==> src/rtl/dff_reg_arbiter_pkg.sv <==
// dff_arb_pkg: shared types, counter width and round-robin pick for dff_reg_arbiter
package dff_arb_pkg;
  typedef enum logic [1:0] {IDLE, GRANT, ACK} state_t;
  localparam int CNT_W = 16;
  function automatic logic [2:0] rr_pick(input logic [7:0] req, input logic [2:0] ptr, input int n);
    logic [2:0] w;
    int k;
    w = ptr;
    for (int i = 7; i >= 0; i--) begin
      k = (int'(ptr) + i) % n;
      if (i < n && req[3'(k)]) w = 3'(k);
    end
    return w;
  endfunction
endpackage

==> src/rtl/dff_reg_arbiter_if.sv <==
// dff_reg_arbiter_if: requester/arbiter bundle; grant_cnt present only with DFF_ARB_STATS_EN
interface dff_reg_arbiter_if
  import dff_arb_pkg::*;
#(
  parameter int N_REQ = 4,
  parameter int WIDTH = 8
);
  logic [N_REQ-1:0] req;
  logic [N_REQ*WIDTH-1:0] wdata;
  logic [N_REQ-1:0] gnt;
  logic [N_REQ-1:0] ack;
  logic [WIDTH-1:0] q;
  logic [$clog2(N_REQ)-1:0] owner;
  logic busy;
`ifdef DFF_ARB_STATS_EN
  logic [N_REQ*CNT_W-1:0] grant_cnt;
  modport master(output req, wdata, input gnt, ack, q, owner, busy, grant_cnt);
  modport slave(input req, wdata, output gnt, ack, q, owner, busy, grant_cnt);
`else
  modport master(output req, wdata, input gnt, ack, q, owner, busy);
  modport slave(input req, wdata, output gnt, ack, q, owner, busy);
`endif
endinterface

==> src/rtl/dff_reg_arbiter_dff_reg.sv <==
// dff_reg: WIDTH-bit D register with load enable and synchronous active-high reset
module dff_reg #(
  parameter int WIDTH = 8
) (
  input  logic             clk,
  input  logic             rst,
  input  logic             en,
  input  logic [WIDTH-1:0] d,
  output logic [WIDTH-1:0] q
);
  always_ff @(posedge clk) q <= rst ? '0 : en ? d : q;
endmodule

==> src/rtl/dff_reg_arbiter.sv <==
// dff_reg_arbiter: round-robin write arbiter for one shared register (optional DFF_ARB_STATS_EN grant counters)
module dff_reg_arbiter
  import dff_arb_pkg::*;
#(
  parameter int N_REQ = 4,
  parameter int WIDTH = 8
) (
  input logic clk,
  input logic rst,
  dff_reg_arbiter_if.slave bus
);
  localparam int IW = $clog2(N_REQ);
  state_t r_state;
  logic [IW-1:0] r_ptr;
  logic [IW-1:0] r_win;
  logic [IW-1:0] r_owner;
  logic [N_REQ-1:0] r_gnt;
  logic [N_REQ-1:0] r_ack;
  logic [7:0] w_req;
  logic [2:0] w_pick;
  logic w_load;
  logic [WIDTH-1:0] w_d;
  assign w_req = 8'(bus.req);
  assign w_pick = rr_pick(w_req, 3'(r_ptr), N_REQ);
  assign w_load = r_state == GRANT;
  assign w_d = bus.wdata[r_win*WIDTH +: WIDTH];
  always_ff @(posedge clk) begin
    if (rst) begin
      r_state <= IDLE;
      r_ptr <= '0;
      r_win <= '0;
      r_owner <= '0;
      r_gnt <= '0;
      r_ack <= '0;
    end else begin
      case (r_state)
        IDLE: if (|bus.req) begin
          r_win <= IW'(w_pick);
          r_gnt <= N_REQ'(1) << w_pick;
          r_state <= GRANT;
        end
        GRANT: begin
          r_gnt <= '0;
          r_ack <= N_REQ'(1) << r_win;
          r_owner <= r_win;
          r_state <= ACK;
        end
        ACK: begin
          r_ack <= '0;
          r_ptr <= (32'(r_win) == N_REQ - 1) ? '0 : r_win + 1'b1;
          r_state <= IDLE;
        end
        default: r_state <= IDLE;
      endcase
    end
  end
  dff_reg #(.WIDTH(WIDTH)) u_reg (
    .clk(clk),
    .rst(rst),
    .en(w_load),
    .d(w_d),
    .q(bus.q)
  );
  assign bus.gnt = r_gnt;
  assign bus.ack = r_ack;
  assign bus.owner = r_owner;
  assign bus.busy = r_state != IDLE;
`ifdef DFF_ARB_STATS_EN
  for (genvar i = 0; i < N_REQ; i++) begin : g_cnt
    logic [CNT_W-1:0] r_cnt;
    always_ff @(posedge clk) r_cnt <= rst ? '0 : (r_ack[i] && r_cnt != '1) ? r_cnt + 1'b1 : r_cnt;
    assign bus.grant_cnt[i*CNT_W +: CNT_W] = r_cnt;
  end
`endif
endmodule

==> src/flat_wrapper.sv <==
// flat-port wrapper written by rule: the top's interface ports become plain ports
module dff_reg_arbiter_flat import dff_arb_pkg::*;
#(
  parameter int N_REQ = 4,
  parameter int WIDTH = 8
)
  (clk, rst, bus_req, bus_wdata, bus_gnt, bus_ack, bus_q, bus_owner, bus_busy);
  dff_reg_arbiter_if #(.N_REQ(N_REQ), .WIDTH(WIDTH)) bus_i ();
  input logic clk;
  input logic rst;
  input wire logic [$bits(bus_i.req)-1:0] bus_req;
  input wire logic [$bits(bus_i.wdata)-1:0] bus_wdata;
  output wire logic [$bits(bus_i.gnt)-1:0] bus_gnt;
  output wire logic [$bits(bus_i.ack)-1:0] bus_ack;
  output wire logic [$bits(bus_i.q)-1:0] bus_q;
  output wire logic [$bits(bus_i.owner)-1:0] bus_owner;
  output wire logic [$bits(bus_i.busy)-1:0] bus_busy;
  assign bus_i.req = bus_req;
  assign bus_i.wdata = bus_wdata;
  assign bus_gnt = bus_i.gnt;
  assign bus_ack = bus_i.ack;
  assign bus_q = bus_i.q;
  assign bus_owner = bus_i.owner;
  assign bus_busy = bus_i.busy;
  dff_reg_arbiter #(.N_REQ(N_REQ), .WIDTH(WIDTH)) u_core (.clk(clk), .rst(rst), .bus(bus_i));
endmodule
==> config.mk <==
export PLATFORM = sky130hd
export DESIGN_NAME = dff_reg_arbiter_flat
export DESIGN_NICKNAME = d
export VERILOG_FILES = /design/src/rtl/dff_reg_arbiter_pkg.sv /design/src/rtl/dff_reg_arbiter_if.sv /design/src/rtl/dff_reg_arbiter_dff_reg.sv /design/src/rtl/dff_reg_arbiter.sv /design/src/flat_wrapper.sv
export SDC_FILE = /design/constraint.sdc
export NUM_CORES = 1
export LEC_CHECK = 0
export BUFFER_PORTS_ARGS = -buffer_cell sky130_fd_sc_hd__buf_2
export CORE_UTILIZATION = 42
export DETAILED_ROUTE_END_ITERATION = 8
export GPL_ROUTABILITY_DRIVEN = 0
export PLACE_DENSITY = 0.75
export SLEW_MARGIN = 25
export SYNTH_ARGS = -nofsm -noshare
export SYNTH_HDL_FRONTEND = slang
export SYNTH_SLANG_ARGS = --single-unit
==> constraint.sdc <==
create_clock -name clk -period 1.6 [get_ports clk]
set_input_delay 0.08 -clock clk [delete_from_list [all_inputs] [get_ports clk]]
set_output_delay 0.08 -clock clk [all_outputs]
set_load 0.05 [all_outputs]
Word-level counts from Yosys, hierarchy flattened
Cells that the tools add are included.
{"block": "op_classes", "order_cmp": 4, "n_div": 0, "n_reduce_logical": 10, "shift": 3, "addsub": 4, "mux": 21, "mul": 0, "n_eq_ne": 4, "bitwise_logic": 3}
{"cell": "$shiftx 32x6->8", "n": 1}
{"cell": "$pmux 4 s2", "n": 2}
{"cell": "$lt 3x5->1 const B", "n": 3}
{"cell": "$mux 3", "n": 4}
{"cell": "$bmux 1 s3", "n": 3}
{"cell": "$mux 1", "n": 7}
{"cell": "$reduce_bool 2->1", "n": 3}
{"cell": "$reduce_or 2->1", "n": 3}
{"cell": "$add 2x1->2 const B", "n": 2}
{"cell": "$add 2x2->2 const B", "n": 2}
{"cell": "$eq 2x2->1 const B", "n": 2}
{"cell": "$lt 2x4->1 const B", "n": 1}
{"cell": "$mux 2", "n": 2}
{"cell": "$mux 4", "n": 1}
{"cell": "$pmux 2 s2", "n": 1}
{"cell": "$reduce_and 2->1", "n": 2}
{"cell": "$reduce_or 4->1", "n": 1}
{"cell": "$shl 1x2->4 const A", "n": 1}
{"cell": "$shl 1x3->4 const A", "n": 1}
{"cell": "$and 1x1->1 const A", "n": 3}
{"cell": "$bmux 1 s2", "n": 1}
{"cell": "$eq 2x1->1 const B", "n": 1}
{"cell": "$logic_not 2->1", "n": 1}
{"cell": "$ne 2x1->1 const B", "n": 1}
{"block": "totals", "romBits": 0, "output_inout_bits": 19, "memories": 0, "ff_bits": 24, "ramBits": 0, "latchBits": 0, "elab_cells": 56}

Longest topological paths before layout
Gate-level depths: netlist of run 1.
{"block": "depth", "depth_word": 13, "ltp_mapped": 7, "mapped_depth_nobuf": 7}

Hierarchy
A second synthesis of run 1 with hierarchy kept.
{"block": "hier_totals", "cells_unflattened": 128, "hier_area_um2": 1286.2}
{"module": "dff_reg_arbiter", "seq_area_each_um2": 320.3, "cells_per_inst": 102, "area_each_um2": 1001.0, "instances": 1}
{"module": "dff_reg", "seq_area_each_um2": 160.2, "cells_per_inst": 26, "area_each_um2": 285.3, "instances": 1}

Least setup slack after synthesis of run 1
No wires, ideal clock.
{"block": "synth_timing", "kind": "flip-flop to flip-flop", "start": "reg u_core.r_state[0]", "end": "reg u_core.r_gnt[0], in the netlist u_core.bus.gnt[0]", "path_slack_ps": -46, "synth_period_minus_slack_ps": 1646, "setup_ps": 70, "stages_incl_launch_ff": 8, "n_path_buf": 0, "t_required_ps": 1530, "t_arrival_ps": 1577, "path_cell_list": "dfxtp_1 -> inv_1 -> ha_1 -> inv_1 -> nor3_1 -> and3_4 -> nand2b_1 -> a21oi_1"}
{"block": "synth_via", "elab_chain_len": 3, "word_cells_on_any_way": 6, "classes_between": "eq/ne (2); mux (1); reduce/logical (3)"}
{"item": "from (decl)", "line_no": "dff_reg_arbiter.sv:13", "rtl": "state_t r_state;"}
{"item": "from (signal assigned)", "line_no": "dff_reg_arbiter.sv:29", "rtl": "r_state <= IDLE;"}
{"item": "from (signal assigned)", "line_no": "dff_reg_arbiter.sv:40", "rtl": "r_state <= GRANT;"}
{"item": "from (signal assigned)", "line_no": "dff_reg_arbiter.sv:46", "rtl": "r_state <= ACK;"}
{"item": "$logic_not 2->1 or $eq 2x1->1 (tied branches)", "line_no": "dff_reg_arbiter.sv:36", "rtl": "case (r_state)"}
{"item": "$ne 2x1->1 (no line) or $reduce_bool 2->1 (tied branches)"}
{"item": "$reduce_and 2->1 (no line)"}
{"item": "to (signal assigned)", "line_no": "dff_reg_arbiter.sv:39", "rtl": "r_gnt <= N_REQ'(1) << w_pick;"}
{"item": "to (decl)", "line_no": "dff_reg_arbiter.sv:17", "rtl": "logic [N_REQ-1:0] r_gnt;"}
Several ways; a longest one is shown, not always the timed one.
A chain may end at the register's enable or synchronous reset.

Worst setup path after layout of run 1
{"block": "layout_timing", "start": "reg u_core.r_ptr[0]", "end": "reg u_core.r_gnt[1], in the netlist u_core.bus.gnt[1]"}
{"block": "layout_via", "elab_chain_len": 13, "word_cells_on_any_way": 27, "classes_between": "add/sub (3); shift (1); mux (17); bitwise (3); reduce/logical (3)"}
{"item": "from (decl)", "line_no": "dff_reg_arbiter.sv:14", "rtl": "logic [IW-1:0] r_ptr;"}
{"item": "from (signal assigned)", "line_no": "dff_reg_arbiter.sv:50", "rtl": "r_ptr <= (32'(r_win) == N_REQ - 1) ? '0 : r_win + 1'b1;"}
{"item": "$add 2x2->2", "line_no": "dff_reg_arbiter_pkg.sv:10", "rtl": "k = (int'(ptr) + i) % n;"}
{"item": "$reduce_or 2->1 (no line)"}
{"item": "$and 1x1->1 (no line)"}
{"item": "$bmux 1 s3", "line_no": "dff_reg_arbiter_pkg.sv:11", "rtl": "if (i < n && req[3'(k)]) w = 3'(k);"}
{"item": "$mux 1 (implied by the code) (2 in a row)", "line_no": "dff_reg_arbiter_pkg.sv:11"}
{"item": "$mux 3 (3 in a row)", "line_no": "dff_reg_arbiter_pkg.sv:11"}
{"item": "$mux 3 (*)", "line_no": "dff_reg_arbiter_pkg.sv:11"}
{"item": "$shl 1x3->4 (*)", "line_no": "dff_reg_arbiter.sv:39"}
{"item": "$mux 4 (*)", "line_no": "dff_reg_arbiter.sv:37", "rtl": "IDLE: if (|bus.req) begin"}
{"item": "$pmux 4 s2 (*)", "line_no": "dff_reg_arbiter.sv:36"}
Mark *: on every way between the ends. The rest lies on a longest branch, timed or not. The select of a mux whose other input is x is not followed.

==> summary.md, run 1 <==
| Metric | Value |
|---|---|
| Clock transition at path regs | between 0.1 and 0.15 ns |
| Boundary Pins | 57 |
| Start of the worst register-to-register path | u_core.r_ptr[0]$_SDFFE_PP0N_ |
| Post-detailed-placement half-perimeter wirelength | 2230 microns |
| Unrepaired setup endpoints after global routing | no |
| Residual DRC | 1 |
| Peak supply drop | between 0.3 and 0.4 mV |
| Filler Cell Count | ~240 |
| Min-Delay Startpoint | rst |
| Cell Rows | 19 |
| Worst stage delay on the critical path | ~0.52 ns |
| Portion of the post-synthesis area used by sequential elements | around 37% |
| Static Leakage | 0.799 nW |
| Post-Synthesis Mean Instance Area | approximately 10 sq um |
| Buffer type at the clock tree root | clkbuf_4 |
| Hold depth | 2 |
| Design internal power | 1.11 mW |
| Most common library cell in the layout ignoring fill and taps | buf_2 |
| Clock period minus final worst setup slack | between 1.5 and 2 ns |
| Yosys Warn Count | 0 |
| Total clock sinks | 24 |
| Switching part of the total power | between 30% and 40% |
| Fin. max-slew vios | 0 |
| Placeable core region | 2830 sq um |
| Global-route wire length before repair | around 4600 microns |
| # hold bufs at CTS | 0 |
| Share of flip-flops with an asynchronous set or reset | 0% |
| Number of antenna violations at the first check in global routing | 0 |
| Number of storage elements in the synthesis netlist | 24 |
| Synthesized net count | about 180 |
| Routed len/inst | about 13 microns |
| H-tree levels | 1 |
| Aggregate global routing overflow | 0 |
| Effective utilization at floorplan | a little under half |
| Max frequency | around 660 MHz |
| Width of the die | between 50 and 60 microns |
| Slowest stage cell on the critical path | or4_4 |
| Combinational power share | approximately a third |
| Headroom to the max-slew limit | 71.8% |
| Cell Chain, Critical Path | and2b_1 -> or4_4 -> and3_4 -> a22oi_2 -> nor2_1 |
| Number of max-capacitance violations reported | 0 |
| Die area | roughly 3300 sq um |
| Destination of the worst hold path | u_core.u_reg.q[0]$_SDFFE_PP0P_ |
| Net switching power | between 0.5 and 0.6 mW |
| Summed negative setup slack over all endpoints | 0 ns |
| Maximum number of pins on one net before global-route repair | 25 |
| Period utilisation layout | a little over nine tenths |
| Post-synthesis cell count | 129 |
| Kind of end point of the critical path | flip-flop |
| Final hold slack | approximately 0.17 ns |
| All-layer global routing usage | roughly 18% |
| Kind of launch point of the worst setup path | flip-flop |
| Routed Antenna Nets | 0 |
| Post-CTS setup buffers | 0 |
| Status | complete, but fails checks |
| Crit path kind | flip-flop to flip-flop |
| Insertion delay to the later sink of the worst-skew pair | 0.31 ns |
| Data arrival at the endpoint of the critical path | approximately 1.7 ns |
| Post-synth design cell area | 1290 sq um |
| Wire length after detailed routing | 2800 microns |
| Final instance count without filler cells | 220 |
| Area growth from synthesis to final layout | 32.4% |
| Hold Path Class | primary input to flip-flop |
| Cell count after placement | between 200 and 250 |
| TritonCTS clock tree | yes |
| Slack of the worst reg-to-reg path | 0.07 ns |
| Vias | 1149 |
| Final count of negative-setup-slack endpoints | 0 |
| Number of DRC violations after detailed-routing iteration 0 | 23 |
| Failing checks | design-rule violations |
| Reg2Reg Capture Point | u_core.bus.gnt[1]$_SDFFE_PP0P_ |
| Share of total power in sequential cells | slightly above 40% |
| Most used cells in the layout excluding fill and tap cells | 56 x buf_2, 23 x dfxtp_1, 22 x nor2_1 |
| Clock network fraction of total power | a little over a quarter |
| Multi-input gate area | a little under 800 sq um |
| Maximum fanout along the worst path | 4 |
| Depth of the worst register-to-register path | 5 |
| Synth Flop Type | dfxtp_1 |
| Worst setup skew after layout | between 0.004 and 0.005 ns |
| Vert. Die Dim | 57.4 microns |
| Hold violation count in the final report | 0 |
| Number of distinct library cells after synthesis | 27 |
| Vias in the first global route | 1112 |
| # nets final | ~240 |
| Vias per inst | 5.22 |
| Power Density | 949 nW/um^2 |
| Number of enable flip-flop cells after synthesis | 0 |
| Layout cell share with drive strength beyond 1 | approximately 43% |
| Clock buffers created by TritonCTS | 3 |
| Number of buffers inserted by port buffering | 56 |
| Worst-Margin Slew | around 0.42 ns |
| Diode insertion count for antenna repair | 0 |
| First-pass DRT Iterations | 6 |
| Combined flip-flop and latch cell area | 482 sq um |
| Required time of the worst setup path | ~1.8 ns |
| Maximum number of buffers from clock root to sink | 2 |
## per-layer routing
metal	vias to the layer above	share of wire [%]	track usage [%]
li1	573	-	-
met1	549	40	21.5
met2	25	55	32.7
met3	2	4.6	4.54
met4	0	0.86	3.48
met5	-	0	0
## worst max-delay path: cells and delay by family, from the launching register on
family,cells,cell delay [ns]
AND/OR/NAND/NOR,4,0.93
flip-flops,1,0.38
AO/OA/AOI/OAI,1,0.11
## flip-flops by register name (all words and copies together) (netlist names)
name	cells
u_core.bus.owner	2
u_core.u_reg.q	8
u_core.bus.ack	4
u_core.r_state	2
u_core.bus.gnt	4
u_core.r_ptr	2
u_core.r_win	2
## logic make-up (layout without fill, tap and decap cells)
family                     after synthesis  after routing  share of synthesized area [%]
adders and majority gates                8              8                           7.77
AOI/OAI and AO/OA                       18             18                           8.55
and+or+nand+nor                         47             47                           18.9
DFF                                     24             24                           37.3
muxes                                   21             21                           24.1
buffers and inverters                   11             71                           3.40
## worst max-delay path by stage
stage | start | endpoint | slack, ns
after global routing | u_core.r_state[0]$_SDFFE_PP0P_ | u_core.bus.gnt[0]$_SDFFE_PP0P_ | 0.008
after floorplan | u_core.r_state[0]$_SDFFE_PP0P_ | u_core.bus.gnt[0]$_SDFFE_PP0P_ | 0.009
after CTS | u_core.r_ptr[0]$_SDFFE_PP0N_ | u_core.bus.gnt[1]$_SDFFE_PP0P_ | 0.03
after detailed placement | u_core.r_ptr[0]$_SDFFE_PP0N_ | u_core.bus.gnt[1]$_SDFFE_PP0P_ | 0.05
after global placement | u_core.r_ptr[0]$_SDFFE_PP0N_ | u_core.bus.gnt[1]$_SDFFE_PP0P_ | 0.10
final | u_core.r_ptr[0]$_SDFFE_PP0N_ | u_core.bus.gnt[1]$_SDFFE_PP0P_ | 0.07
## power by group through the flow
stage                     registers, mW  logic (mW)  clock network [mW]
after floorplan                   0.792       0.263                   0
after global placement            0.675       0.504                   0
after detailed placement          0.678       0.519                   0
after CTS                         0.665       0.520               0.443
after global routing              0.671       0.564               0.466
final                             0.666       0.521               0.431
## layout make-up
cell class	count	area share [%]
clock buffers	3	1.32
multi-input cells	94	46.2
flip-flops and latches	24	28.3
inverters	6	1.54
clock inverters	1	1.76
repair buffers	61	18.6
well taps	31	2.28
## stage by stage
stage / util (%) / area [sq um] / total power, mW / worst slack (ns)
6_report: 60.2 / 1700 / 1.62 / 0.0740
4_1_cts: 60.0 / 1700 / 1.63 / 0.0262
2_1_floorplan: - / 1310 / 1.05 / 0.00859
5_1_grt: 60.2 / 1700 / 1.70 / 0.00819
3_5_place_dp: 58.1 / 1640 / 1.20 / 0.0525
3_3_place_gp: 58.1 / 1640 / 1.18 / 0.101
## synthesized netlist by cell type, drive strengths merged, types with 3 or more instances
| master | number | area share (%) |
|---|---|---|
| dfxtp | 24 | 37 |
| mux2i | 13 | 10 |
| mux4 | 8 | 14 |
| a21oi | 11 | 4.3 |
| o21ai | 3 | 1.2 |
| nand2 | 6 | 1.7 |
| nor2b | 6 | 2.9 |
| nor2 | 22 | 6.4 |
| ha | 8 | 7.8 |
| clkbuf | 3 | 0.87 |
| inv | 6 | 1.7 |
## repair_timing
item,CTS,global route
endpoints found under the setup margin,0,2
resized for setup,0,2
endpoints found under the hold margin,0,0
(Power assumes the default switching activity.)
==> run 2: changes to the inputs <==
--- a/config.mk
+++ b/config.mk
@@ -5,11 +5,13 @@
 export SDC_FILE = /design/constraint.sdc
 export NUM_CORES = 1
 export LEC_CHECK = 0
+export ABC_AREA = 1
 export BUFFER_PORTS_ARGS = -buffer_cell sky130_fd_sc_hd__buf_2
-export CORE_UTILIZATION = 42
+export CORE_MARGIN = 1.5
+export CORE_UTILIZATION = 44
 export DETAILED_ROUTE_END_ITERATION = 8
 export GPL_ROUTABILITY_DRIVEN = 0
-export PLACE_DENSITY = 0.75
+export PLACE_DENSITY = 0.76
 export SLEW_MARGIN = 25
 export SYNTH_ARGS = -nofsm -noshare
 export SYNTH_HDL_FRONTEND = slang
==> summary.md, run 2 <==
| Metric | Value |
|---|---|
| Post-synth design cell area | 1470 sq um (+14%) |
| Vias per inst | 4.99 (-4.4%) |
| Top Family by Delay on Critical Path | simple AND/OR/NAND/NOR gates |
| Register ranked first by flip-flop count | u_core.u_reg.q |
| Layout cell share with drive strength beyond 1 | 36.2% (-7.1 points) |
| Hold depth | 5 (+3) |
| Depth of the worst register-to-register path | 14 (+9) |
| Post-Synthesis Mean Instance Area | 6.45 sq um (-35%) |
| Hold Path Class | primary input to flip-flop |
| Number of storage elements in the synthesis netlist | 24 (unchanged) |
| Final count of negative-setup-slack endpoints | 0 (unchanged) |
| Maximum number of buffers from clock root to sink | 2 (unchanged) |
| Cell Rows | 20 (+1) |
| Most common cell in the synthesized netlist | nand2_1 |
| Routed len/inst | 11.8 microns (-6.9%) |
| Total number of cells along the worst setup path | 14 (+9) |
| Power, Total | 2.01 mW (+24%) |
| Residual DRC | 0 (-1) |
| Aggregate global routing overflow | 0 (unchanged) |
| Filler Cell Count | 313 (+28%) |
| Vert. Die Dim | 60.7 microns (+5.8%) |
| Worst setup skew after layout | 0.0104 ns (+0.00613 ns) |
| Vias in the first global route | 1389 (+25%) |
| Effective utilization at floorplan | 47.2% (+1.7 points) |
| Most common library cell in the layout ignoring fill and taps | buf_2 |
| Final instance count without filler cells | 331 (+50%) |
| Dpl cell area | 1800 sq um (+9.5%) |
| Crit path kind | flip-flop to flip-flop |
| Post-synthesis cell count | 227 (+76%) |
| Cell count after placement | 324 (+50%) |
| Post-synth top area share | 32.8% (-4.5 points) |
| Area contributors post-synth | dfxtp_1 33%, nand2_1 11%, o21ai_0 11% |
| Static Leakage | 1.06 nW (+32%) |
| Combined flip-flop and latch cell area | 483 sq um (+0.26%) |
| Diode insertion count for antenna repair | 0 (unchanged) |
| Area growth from synthesis to final layout | 36.2% |
| Number of buffers inserted by port buffering | 56 (unchanged) |
| Clock buffers created by TritonCTS | 3 (unchanged) |
| Number of DRC violations after detailed-routing iteration 0 | 43 (+87%) |
| Width of the die | 60.7 microns (+5.8%) |
| Worst-Margin Slew | 0.526 ns (+0.103 ns) |
| Slowest stage cell on the critical path | dfxtp_2 |
| Yosys Warn Count | 0 (unchanged) |
| # nets final | 334 (+42%) |
| Wire length after detailed routing | 3920 microns (+40%) |
| Final setup slack of the worst path | 0.0267 ns (-0.0473 ns) |
| Synth Area in XOR/XNOR | 0% (unchanged) |
| Reg2Reg Capture Point | u_core.bus.gnt[0]$_SDFFE_PP0P_ |
| Number of distinct library cells after synthesis | 21 (-22%) |
| Data arrival at the endpoint of the critical path | 1.83 ns (+0.10 ns) |
| Flip-flop count of the largest register, all copies and words added | 8 (unchanged) |
| Required time of the worst setup path | 1.86 ns (+0.06 ns) |
| Buffer type at the clock tree root | clkbuf_4 |
| H-tree levels | 1 (unchanged) |
| Most common cell on crit path | nand2_2 |
| Post-synthesis compound-gate area fraction | 20.6% (+12 points) |
| Headroom to the max-slew limit | 64.9% (-6.9 points) |
| Post-detailed-placement half-perimeter wirelength | 2670 microns (+20%) |
| Start of the worst register-to-register path | u_core.r_ptr[0]$_SDFFE_PP0N_ |
| Routed Antenna Nets | 0 (unchanged) |
| Cell Chain, Critical Path | buf_6 -> clkinv_8 -> nand2_2 -> nand2_2 -> nand2_2 -> nand2_1 -> nand2_1 -> nand2_2 -> nand2_2 -> nand2_2 -> nand2_4 -> nor2_4 -> nand2_2 -> a21oi_2 |
| Min-Delay Startpoint | bus_wdata[3] |
| Arithmetic-cell share of the synthesized area counting full adders, half adders and majority gates | 6.83% (-0.94 points) |
| Number of enable flip-flop cells after synthesis | 0 (unchanged) |
| Final design area excluding fillers | 2000 sq um (+17%) |
| First-pass DRT Iterations | 4 (-2) |
| Placeable core region | 3100 sq um (+9.7%) |
| # hold bufs at CTS | 0 (unchanged) |
| Kind of launch point of the worst setup path | flip-flop |
| Total clock sinks | 24 (unchanged) |
| Synthesized net count | 273 (+56%) |
| Status | complete, no violations |
| Biggest area consumer among synthesized cells | dfxtp_1 |
| Unrepaired setup endpoints after global routing | yes |
| Insertion delay to the later sink of the worst-skew pair | 0.32 ns (about the same) |
| Multi-input gate area | 911 sq um (+16%) |
| Buffer and inverter count on the worst path | 2 (+2) |
| Synth Flop Type | dfxtp_1 |
| Vias | 1653 (+44%) |
| Worst stage delay on the critical path | 0.35 ns (-0.17 ns) |
| Max frequency | 636 MHz (-3.0%) |
| Power Density | 1010 nW/um^2 (+5.9%) |
| Die area | 3690 sq um (+12%) |
| All-layer global routing usage | 21.1% (+3.0 points) |
| Boundary Pins | 57 (unchanged) |
| Clock period minus final worst setup slack | 1.57 ns (+0.0473 ns) |
| Simple-gate share of the synthesized area | 27.8% (+8.9 points) |
| Destination of the worst hold path | u_core.u_reg.q[3]$_SDFFE_PP0P_ |
| Hold violation count in the final report | 0 (unchanged) |
| Share of flip-flops with an asynchronous set or reset | 0% (unchanged) |
| Global-route wire length before repair | 5970 microns (+29%) |
| TritonCTS clock tree | yes |
| Summed negative setup slack over all endpoints | 0 ns (unchanged) |
| Kind of end point of the critical path | flip-flop |
| Fin. max-slew vios | 0 (unchanged) |
| Period utilisation layout | 98.3% (+3.0 points) |
| Post-synthesis mux area share | 0% (-24 points) |
| Portion of the post-synthesis area used by sequential elements | 32.8% (-4.5 points) |
| Main combinational cell family by area after synthesis | simple AND/OR/NAND/NOR gates |
| Clock transition at path regs | 0.14 ns (about the same) |
| Most used cells in the layout excluding fill and tap cells | 56 x buf_2, 34 x nor2_1, 29 x inv_1, 29 x o21ai_0, 27 x nand2_1 |
| Number of max-capacitance violations reported | 0 (unchanged) |
| Maximum fanout along the worst path | 6 (+2) |
| Worst Setup Slack post-DPL | 0.166 ns (+0.114 ns) |
| Number of antenna violations at the first check in global routing | 0 (unchanged) |
| Slack of the worst reg-to-reg path | 0.03 ns (-0.05 ns) |
| Most common library cells after synthesis | 42 x nand2_1, 35 x nor2_1, 31 x inv_1, 31 x o21ai_0, 24 x dfxtp_1 |
| Peak supply drop | 0.441 mV (+18%) |
| Maximum number of pins on one net before global-route repair | 21 (-16%) |
==> run 2: power by group <==
group	leakage, nW	internal (mW)	total (mW)	switching, mW
registers	0.198	0.664	0.700	0.0361
logic	0.831	0.278	0.865	0.587
clock network	0.0279	0.253	0.441	0.188
total	1.06	1.20	2.01	0.811
==> run 2: per-stage QoR <==
step	hold slack (ns)	util [%]
CTS	0.110	59.7
global route	0.143	64.3
finish	0.114	64.3
global placement	0.451	58.0
detailed placement	0.450	58.0
floorplan	0.346	-
==> run 2: layout make-up <==
| class | instances | share of cell area, % |
|---|---|---|
| multi-input cells | 161 | 45.6 |
| flip-flops and latches | 24 | 24.2 |
| repair buffers | 65 | 17.8 |
| inverters | 33 | 6.96 |
| well taps | 44 | 2.76 |
| clock inverters | 1 | 1.50 |
| clock buffers | 3 | 1.13 |
==> run 2: cells by family (layout without fill, tap and decap cells) <==
kind of cell    Yosys count  in the layout
compound gates           55             55
simple gates             98             98
flops                    24             24
fa+ha+maj                 8              8
buf+inv                  42            102
==> run 2: what timing repair did <==
item	CTS	global route
endpoints found under the setup margin	0	6
setup buffers	0	2
resized for setup	0	40
==> run 2: worst min-delay path, stage by stage <==
cell and delay [ns]:
buf_2 0.07, nor2_1 0.03, o22ai_1 0.10, o21ai_0 0.08, inv_1 0.05
==> run 2: worst max-delay path by stage <==
stage / startpoint / endpoint / slack, ns
3_5_place_dp: u_core.r_state[0]$_SDFFE_PP0P_ / u_core.bus.gnt[0]$_SDFFE_PP0P_ / 0.17
2_1_floorplan: u_core.r_win[0]$_SDFFE_PP0P_ / u_core.r_ptr[1]$_SDFFE_PP0N_ / 0.25
4_1_cts: u_core.r_ptr[1]$_SDFFE_PP0N_ / u_core.r_win[1]$_SDFFE_PP0P_ / 0.09
3_3_place_gp: u_core.r_ptr[1]$_SDFFE_PP0N_ / u_core.r_win[1]$_SDFFE_PP0P_ / 0.16
5_1_grt: u_core.r_ptr[0]$_SDFFE_PP0N_ / u_core.bus.gnt[0]$_SDFFE_PP0P_ / -0.07
6_report: u_core.r_ptr[0]$_SDFFE_PP0N_ / u_core.bus.gnt[0]$_SDFFE_PP0P_ / 0.03
==> run 2: metal layers <==
metal | part of all wire, % | GRT usage [%]
met1 | 45 | 29.4
met2 | 48 | 34.3
met3 | 6.0 | 2.77
met4 | 0.74 | 5.59
met5 | 0 | 0
